===== src/rtl/dram_arb_pkg.sv =====
// Shared types and defaults for the DRAM front-end arbiter.
// Imported by the arbiter top and its round-robin select.
package dram_arb_pkg;

    typedef enum logic [1:0] {
        IDLE   = 2'd0,
        ACCESS = 2'd1,
        RDWAIT = 2'd2,
        RESP   = 2'd3
    } state_t;

    localparam int DEF_ADDR_W    = 16;
    localparam int DEF_DATA_W    = 16;
    localparam int DEF_MEM_WORDS = 1025;

    // Index width for n requesters, never below one bit.
    function automatic int idx_w(input int n);
        return (n > 1) ? $clog2(n) : 1;
    endfunction

endpackage


===== src/rtl/dram_arbiter_rr.sv =====
// Rotating-priority select: the first requester after ptr wins.
// Purely combinational; the pointer register lives in the parent.
module rr_arbiter #(
    parameter int N  = 4,
    parameter int IW = 2
) (
    input  logic [N-1:0]  req,
    input  logic [IW-1:0] ptr,
    output logic [N-1:0]  gnt,
    output logic [IW-1:0] idx,
    output logic          any
);

    localparam logic [IW:0] NV = (IW+1)'(N);

    logic [IW:0]   sum;
    logic [IW-1:0] c;
    logic          found;

    assign any = |req;

    // Walk ptr+1 .. ptr+N (mod N) and keep the first active request.
    always_comb begin
        gnt   = '0;
        idx   = '0;
        found = 1'b0;
        sum   = '0;
        c     = '0;
        for (int k = 1; k <= N; k++) begin
            sum = {1'b0, ptr} + (IW+1)'(k);
            if (sum >= NV) begin
                sum = sum - NV;
            end
            c = sum[IW-1:0];
            if (!found && req[c]) begin
                found  = 1'b1;
                gnt[c] = 1'b1;
                idx    = c;
            end
        end
    end

endmodule


===== src/rtl/dram_arbiter.sv =====
// Multi-core round-robin front end for a single-port DRAM
// with registered read data; one transfer in flight at a time.
module dram_arbiter
    import dram_arb_pkg::*;
#(
    parameter int NUM_CORES = 4,
    parameter int ADDR_W    = DEF_ADDR_W,
    parameter int DATA_W    = DEF_DATA_W,
    parameter int MEM_WORDS = DEF_MEM_WORDS
) (
    input  logic                        clk,
    input  logic                        rst_n,
    input  logic [NUM_CORES-1:0]        core_req,
    input  logic [NUM_CORES-1:0]        core_we,
    input  logic [NUM_CORES*ADDR_W-1:0] core_addr,
    input  logic [NUM_CORES*DATA_W-1:0] core_wdata,
    output logic [NUM_CORES-1:0]        core_ack,
    output logic [NUM_CORES-1:0]        core_err,
    output logic [DATA_W-1:0]           core_rdata,
    output logic                        busy,
    output logic                        mem_we,
    output logic [ADDR_W-1:0]           mem_addr,
    output logic [DATA_W-1:0]           mem_wdata,
    input  logic [DATA_W-1:0]           mem_rdata
);

    localparam int IW = idx_w(NUM_CORES);
    localparam logic [ADDR_W:0] LIMIT = (ADDR_W+1)'(MEM_WORDS);

    state_t                 state;
    logic [IW-1:0]          ptr;
    logic [NUM_CORES-1:0]   gnt;
    logic [NUM_CORES-1:0]   g_gnt;
    logic [IW-1:0]          gidx;
    logic                   any_req;
    logic                   g_we;
    logic                   g_oor;
    logic [ADDR_W-1:0]      sel_addr;
    logic [DATA_W-1:0]      sel_wdata;
    logic                   sel_we;
    logic                   sel_in_range;

    rr_arbiter #(
        .N  (NUM_CORES),
        .IW (IW)
    ) u_rr (
        .req (core_req),
        .ptr (ptr),
        .gnt (gnt),
        .idx (gidx),
        .any (any_req)
    );

    // Pick the granted core's operation out of the flattened buses.
    always_comb begin
        sel_addr  = '0;
        sel_wdata = '0;
        sel_we    = 1'b0;
        for (int i = 0; i < NUM_CORES; i++) begin
            if (gnt[i]) begin
                sel_addr  = core_addr[i*ADDR_W +: ADDR_W];
                sel_wdata = core_wdata[i*DATA_W +: DATA_W];
                sel_we    = core_we[i];
            end
        end
    end

    assign sel_in_range = ({1'b0, sel_addr} < LIMIT);

    // Transfer FSM; every core- and DRAM-facing output is a register.
    always_ff @(posedge clk or negedge rst_n) begin
        if (!rst_n) begin
            state      <= IDLE;
            ptr        <= IW'(NUM_CORES - 1);
            g_gnt      <= '0;
            g_we       <= 1'b0;
            g_oor      <= 1'b0;
            mem_we     <= 1'b0;
            mem_addr   <= '0;
            mem_wdata  <= '0;
            core_ack   <= '0;
            core_err   <= '0;
            core_rdata <= '0;
            busy       <= 1'b0;
        end else begin
            unique case (state)
                IDLE: begin
                    core_ack   <= '0;
                    core_err   <= '0;
                    core_rdata <= '0;
                    mem_we     <= 1'b0;
                    if (any_req) begin
                        g_gnt     <= gnt;
                        g_we      <= sel_we;
                        g_oor     <= !sel_in_range;
                        mem_addr  <= sel_addr;
                        mem_wdata <= sel_wdata;
                        mem_we    <= sel_we & sel_in_range;
                        ptr       <= gidx;
                        busy      <= 1'b1;
                        state     <= ACCESS;
                    end
                end
                ACCESS: begin
                    mem_we <= 1'b0;
                    if (g_we || g_oor) begin
                        core_ack   <= g_gnt;
                        core_err   <= g_oor ? g_gnt : '0;
                        core_rdata <= '0;
                        state      <= RESP;
                    end else begin
                        state <= RDWAIT;
                    end
                end
                RDWAIT: begin
                    core_rdata <= mem_rdata;
                    core_ack   <= g_gnt;
                    core_err   <= '0;
                    state      <= RESP;
                end
                RESP: begin
                    core_ack   <= '0;
                    core_err   <= '0;
                    core_rdata <= '0;
                    busy       <= 1'b0;
                    state      <= IDLE;
                end
                default: begin
                    state <= IDLE;
                end
            endcase
        end
    end

endmodule


===== config.mk =====
export PLATFORM = sky130hd
export DESIGN_NAME = dram_arbiter
export DESIGN_NICKNAME = d
export VERILOG_FILES = /design/src/rtl/dram_arb_pkg.sv /design/src/rtl/dram_arbiter_rr.sv /design/src/rtl/dram_arbiter.sv
export SDC_FILE = /design/constraint.sdc
export NUM_CORES = 1
export LEC_CHECK = 0
export CORE_ASPECT_RATIO = 2
export CORE_MARGIN = 4
export CORE_UTILIZATION = 40
export CTS_BUF_LIST = sky130_fd_sc_hd__clkbuf_8 sky130_fd_sc_hd__clkbuf_16
export DETAILED_ROUTE_END_ITERATION = 16
export PLACE_DENSITY = 0.8
export SYNTH_ARGS = -nofsm -noshare
export SYNTH_HDL_FRONTEND = slang
export SYNTH_SLANG_ARGS = --single-unit

===== constraint.sdc =====
create_clock -name clk -period 7.7 [get_ports clk]
set_input_delay 1.155 -clock clk [delete_from_list [all_inputs] [get_ports clk]]
set_output_delay 1.155 -clock clk [all_outputs]
set_load 0.005 [all_outputs]

==> results of run 1 <==
layer usage:
layer	part of all wire	wire [um]	track usage
met1	0.34	5460	0.277
met2	0.53	8500	0.439
met3	0.067	1060	0.0428
met4	0.056	884	0.148
met5	0	0	0
cells in the mapped netlist, drive strengths merged (2+ instances only):
library cell,instances
a221o,7
nor2,45
buf,17
a21oi,35
a41oi,2
mux4,2
ha,12
a22oi,6
nand4,3
or3b,4
nor3,25
mux2,3
clkbuf,23
o21ai,59
a21o,6
a22o,2
nand3b,4
nand3,23
inv,13
or2,2
mux2i,6
a221oi,20
nand2,87
dfrtp,66
o22ai,2
and4,3
a2111oi,2
dfstp,2
a211oi,6
a31oi,7
logic make-up after synthesis:
logic type,count (synthesis),synth area share
buf+inv,53,0.0560
simple gates,205,0.228
compound gates,160,0.247
mux,11,0.0334
fa+ha+maj,12,0.0352
xor+xnor,1,0.00205
flops,68,0.399
power by group through the flow:
stage               clock (mW)  combinational [mW]  sequential (mW)
global placement             0                1.82            0.621
floorplan                    0                1.24            0.604
global route             0.447                2.07            0.641
CTS                      0.427                1.89            0.622
detailed placement           0                1.88            0.626
finish                   0.419                1.89            0.622
path summary, 6_finish.rpt:
| check | slack (ps) | start | to | depth (start not counted) |
|---|---|---|---|---|
| max in group asynchronous | 6210 | rst_n | core_rdata[10] | 1 |
| worst min-delay path | 460 | core_ack[3] | core_ack[3] | 2 |
| worst max-delay path | 2900 | core_req[0] | g_oor | 10 |
| min in group asynchronous | 930 | rst_n | mem_addr[5] | 1 |
| worst max register to register | 3400 | ptr[0] | g_oor | 12 |
| worst min register to register | 460 | core_ack[3] | core_ack[3] | 2 |
metrics by stage:
stage          instance area, um2  hold WS, ps   util  std cells
3_5_place_dp                 6430          456  0.614        825
5_1_grt                      6740          491  0.643        840
4_1_cts                      6740          468  0.643        840
2_1_floorplan                4270          463      -        510
6_report                     6740          465  0.643        840
3_3_place_gp                 6430          450  0.614        825
state kept, by name, summed over array words and instances, names as in the netlist:
| signal | count |
|---|---|
| state | 2 |
| mem_wdata | 16 |
| g_we | 1 |
| ptr | 2 |
| core_rdata | 16 |
| mem_we | 1 |
| core_err | 4 |
| busy | 1 |
| g_oor | 1 |
| mem_addr | 16 |
| core_ack | 4 |
| g_gnt | 4 |
worst max-delay path, cell delays in order:
cell,delay (ps)
clkdlybuf4s50_1,600
mux4_2,680
nor4bb_4,210
a211oi_4,310
nand4_4,460
a21oi_1,300
a21oi_1,150
o41a_1,400
or4_4,530
o221a_1,220
layout make-up:
class	instances	area (um2)
Multi-Input combinational cell	389	2340
Fill cell	935	3740
Sequential cell	68	1700
Inverter	13	48.8
Clock inverter	3	45.0
Clock buffer	12	267
Timing Repair Buffer	218	2160
Tap cell	137	171
==> flow_summary.json, run 1 <==
{
  "status": "finished clean",
  "antenna_left": 0,
  "post-cts-setup-buffers": 0,
  "grt_usage": 0.252,
  "routed_wl_um": 15900,
  "hold_viol_final": 0,
  "ys_warn_count": 0,
  "power_density_mw_per_mm2": 435,
  "synth_edf_count": 0,
  "drive_above_1_share": 0.0654,
  "worstPathRequired_ps": 7910,
  "tightest_slew_ps": 1170,
  "grt_pass1_vias": 4816,
  "die_y_um": 154,
  "grt_max_degree": 69,
  "ys_seq_elements": 68,
  "setup_viol": 0,
  "cts_buffers": 9,
  "ys_types": 61,
  "end_kind": "flip-flop",
  "dp_hpwl_um": 12500,
  "synthesis.nets": 676,
  "ioPinCount": 212,
  "p_int_mw": 1.62,
  "final_common_cell": "clkdlybuf4s50_1",
  "routabilityCongestion": 1.00,
  "htree_levels": 3,
  "synth.avg_cell_area_um2": 8.37,
  "post-route-drc-count": 0,
  "port_buffers": 211,
  "tritoncts": "done",
  "fin_nets": 865,
  "yosys.area.top_type_share": 0.387,
  "overflow": 0,
  "cts_sinks": 68,
  "dr.pass1.iters": 5,
  "arrival_ps": 5010,
  "ys_seq_area_frac": 0.399,
  "synthTopCellsByArea": "dfrtp_1, nand2_1, o21ai_0",
  "netlist_area_mm2": 0.00427,
  "p_leak_nw": 2.79,
  "post-place-ws_ps": 2650,
  "viasPerCell": 5.70,
  "seqPwrFrac": 0.212,
  "syn_to_final_growth_pct": 57.9,
  "skew_ps": 8.79,
  "synth_flop_cell": "dfrtp_1",
  "drv_cap": 0,
  "fp-row-count": 53,
  "drtIter0Drc": 295,
  "hp-class": "reg -> reg",
  "cts-root-buf": "clkbuf_16",
  "wl_per_cell_um": 18.9,
  "ctsResizeCount": 0,
  "postSynthCellCount": 510,
  "slew_violations": 0,
  "fin_setup_tns_ps": 0,
  "grt_first_pass_wirelength_um": 24200,
  "synth_top_area_cell": "dfrtp_1",
  "p_total_mw": 2.93,
  "dieArea_mm2": 0.0125,
  "clock.fmax_ghz": 0.208,
  "start_util": 0.407,
  "switchingPower_mw": 1.31,
  "rsz0062_at_grt": "false",
  "die_x_um": 81.0,
  "clock_latency_ps": 330,
  "relSlewSlack": 0.217,
  "antenna_found_initial": 0,
  "core_mm2": 0.0105,
  "clk_path_buf_depth": 2,
  "ir_worst_vdd_mv": 0.399,
  "startpoint_type": "input port",
  "synthArstFlopShare": 1.00,
  "ctsHoldBuffers": 0,
  "period_minus_slack_ps": 4800,
  "cp_max_fo": 33,
  "layout_common_cells": "clkdlybuf4s50_1, nand2_1, dfrtp_1",
  "swShare": 0.447,
  "critPathKind": "in -> reg",
  "dr_total_vias": 4786,
  "clk_pin_slew_worst_paths_ps": 50,
  "antenna_cells": 0,
  "setup_slack_ps": 2900,
  "combPwrFrac": 0.644,
  "power_frac_clock": 0.143,
  "post-route-period-util": 0.624
}
No activity file was read; power rests on OpenSTA's default activity.
==> run 2, diff against run 1 <==
- clock period: 7.7 -> 4.96 ns (I/O delays scaled with it)
==> run 2 against run 1 <==
Compared with the run above:
- via count grew 0.21%
- critical path depth unchanged
- non-clock buffer count increased by 2
- largest cell class unchanged
- largest power group unchanged
==> flow_summary.json, run 2 (synthesis gave the netlist of run 1 again) <==
{
  "ctsHoldBuffers": 0,
  "cp_max_fo": 19,
  "arrival_ps": 4420,
  "cts-root-buf": "clkbuf_16",
  "start_util": 0.407,
  "fin_cells": 843,
  "final_common_cell": "clkdlybuf4s50_1",
  "dp_hpwl_um": 13100,
  "rr_startpoint": "ptr[0]",
  "cp-startpoint": "core_req[1]",
  "fin_nets": 867,
  "antenna_cells": 0,
  "drive_above_1_share": 0.0694,
  "antenna_left": 0,
  "fillers": 939,
  "post-cts-setup-buffers": 0,
  "port_buffers": 211,
  "tightest_slew_ps": 1190,
  "hold_start": "core_rdata[11]",
  "ioPinCount": 212,
  "wl_per_cell_um": 19.7,
  "grt_util_met2": 0.470,
  "power_density_mw_per_mm2": 682,
  "ir_worst_vdd_mv": 0.515,
  "status": "finished clean",
  "grt_first_pass_wirelength_um": 25500,
  "relSlewSlack": 0.205,
  "ctsResizeCount": 0,
  "seqPwrFrac": 0.208,
  "tritoncts": "done",
  "crit-reg2reg-capture": "g_oor",
  "clock_latency_ps": 340,
  "dpl.cell_count": 827,
  "top_regs": "core_rdata x16, mem_addr x16, mem_wdata x16",
  "power_frac_clock": 0.137,
  "overflow": 0,
  "setup_slack_ps": 762,
  "fp-row-count": 53,
  "rsz0062_at_grt": "false",
  "use_met3": 0.0528,
  "dr.pass1.iters": 5,
  "post-place-ws_ps": 454,
  "grt_usage": 0.268,
  "routabilityCongestion": 0.965,
  "hold_depth": 2,
  "p_int_mw": 2.49,
  "dieArea_mm2": 0.0125,
  "htree_levels": 3,
  "clk_pin_slew_worst_paths_ps": 60,
  "skew_ps": 6.58,
  "hp-class": "reg -> reg",
  "post-route-drc-count": 0,
  "postLayoutCoreUtil": 0.643,
  "post-route-period-util": 0.846,
  "viasPerCell": 5.69,
  "cts_sinks": 68,
  "die_x_um": 81.0,
  "grt.busiest_layer": "met2",
  "critPathKind": "in -> reg",
  "met1_usage": 0.276,
  "slew_violations": 0,
  "period_minus_slack_ps": 4200,
  "end_kind": "flip-flop",
  "hold_viol_final": 0,
  "worstPathRequired_ps": 5180,
  "routed_wl_um": 16600,
  "die_y_um": 154,
  "combPwrFrac": 0.655,
  "grt_pass1_vias": 4881,
  "rr_worst_depth": 11,
  "setup_viol": 0,
  "r2r_slack_ps": 760,
  "cts_buffers": 9,
  "swShare": 0.458,
  "core_mm2": 0.0105,
  "syn_to_final_growth_pct": 57.8,
  "switchingPower_mw": 2.10,
  "layout_common_cells": "clkdlybuf4s50_1, nand2_1, dfrtp_1",
  "dr_total_vias": 4796,
  "p_leak_nw": 2.80,
  "clock.fmax_ghz": 0.238,
  "startpoint_type": "input port",
  "clk_path_buf_depth": 2,
  "drv_cap": 0,
  "whs_endpoint": "core_rdata[11]",
  "antenna_found_initial": 0,
  "drtIter0Drc": 223,
  "grt_max_degree": 69,
  "fin_setup_tns_ps": 0
}
run 2: cell types whose count changed in the layout (fill, tap and decap cells not counted), sizes merged:
cell / previous run / this run
clkbuf: 12 / 9
clkinv: 0 / 4
inv: 13 / 14
clkinvlp: 2 / 1
buf: 8 / 10
run 2: how the worst max path moves through the flow:
stage	end	slack, ps
5_1_grt	g_oor	560
2_1_floorplan	g_oor	1440
6_report	g_oor	760
4_1_cts	g_oor	780
3_5_place_dp	g_oor	450
3_3_place_gp	g_oor	630
run 2: power groups by stage:
| stage | clock network [mW] | registers [mW] | logic (mW) |
|---|---|---|---|
| after detailed placement | 0 | 0.963 | 3.01 |
| after CTS | 0.638 | 0.957 | 3.02 |
| final | 0.629 | 0.956 | 3.01 |
| after global placement | 0 | 0.951 | 2.92 |
| after floorplan | 0 | 0.938 | 1.92 |
| after global routing | 0.669 | 0.986 | 3.31 |
run 2: metrics by stage:
stage                     total power [mW]  area (um2)  hold slack (ps)
after global routing                  4.97        6740              492
after global placement                3.87        6440              450
final                                 4.60        6740              462
after detailed placement              3.97        6440              455
after CTS                             4.62        6740              466
after floorplan                       2.86        4270              448
run 2: worst max-delay path, cell delays in order:
cell,delay (ps)
clkdlybuf4s50_1,590
or3b_1,390
a2111oi_2,510
or2_1,310
a221oi_2,110
or2_1,520
a221oi_2,350
o311ai_0,200
or4_4,460
o221a_1,220
run 2: area by class of cell:
class,instances,area (um2),share of cell area
clock buffers,9,225,0.0334
clock inverters,7,66.3,0.00985
inverters,13,48.8,0.00725
multi-input cells,389,2340,0.348
flip-flops and latches,68,1700,0.253
well taps,137,171,0.0255
repair buffers,220,2180,0.323
run 2: metal layers:
| metal | part of all wire | wire, um |
|---|---|---|
| met2 | 0.53 | 8790 |
| met3 | 0.065 | 1080 |
| met5 | 0 | 0 |
| met4 | 0.071 | 1180 |
| met1 | 0.33 | 5520 |
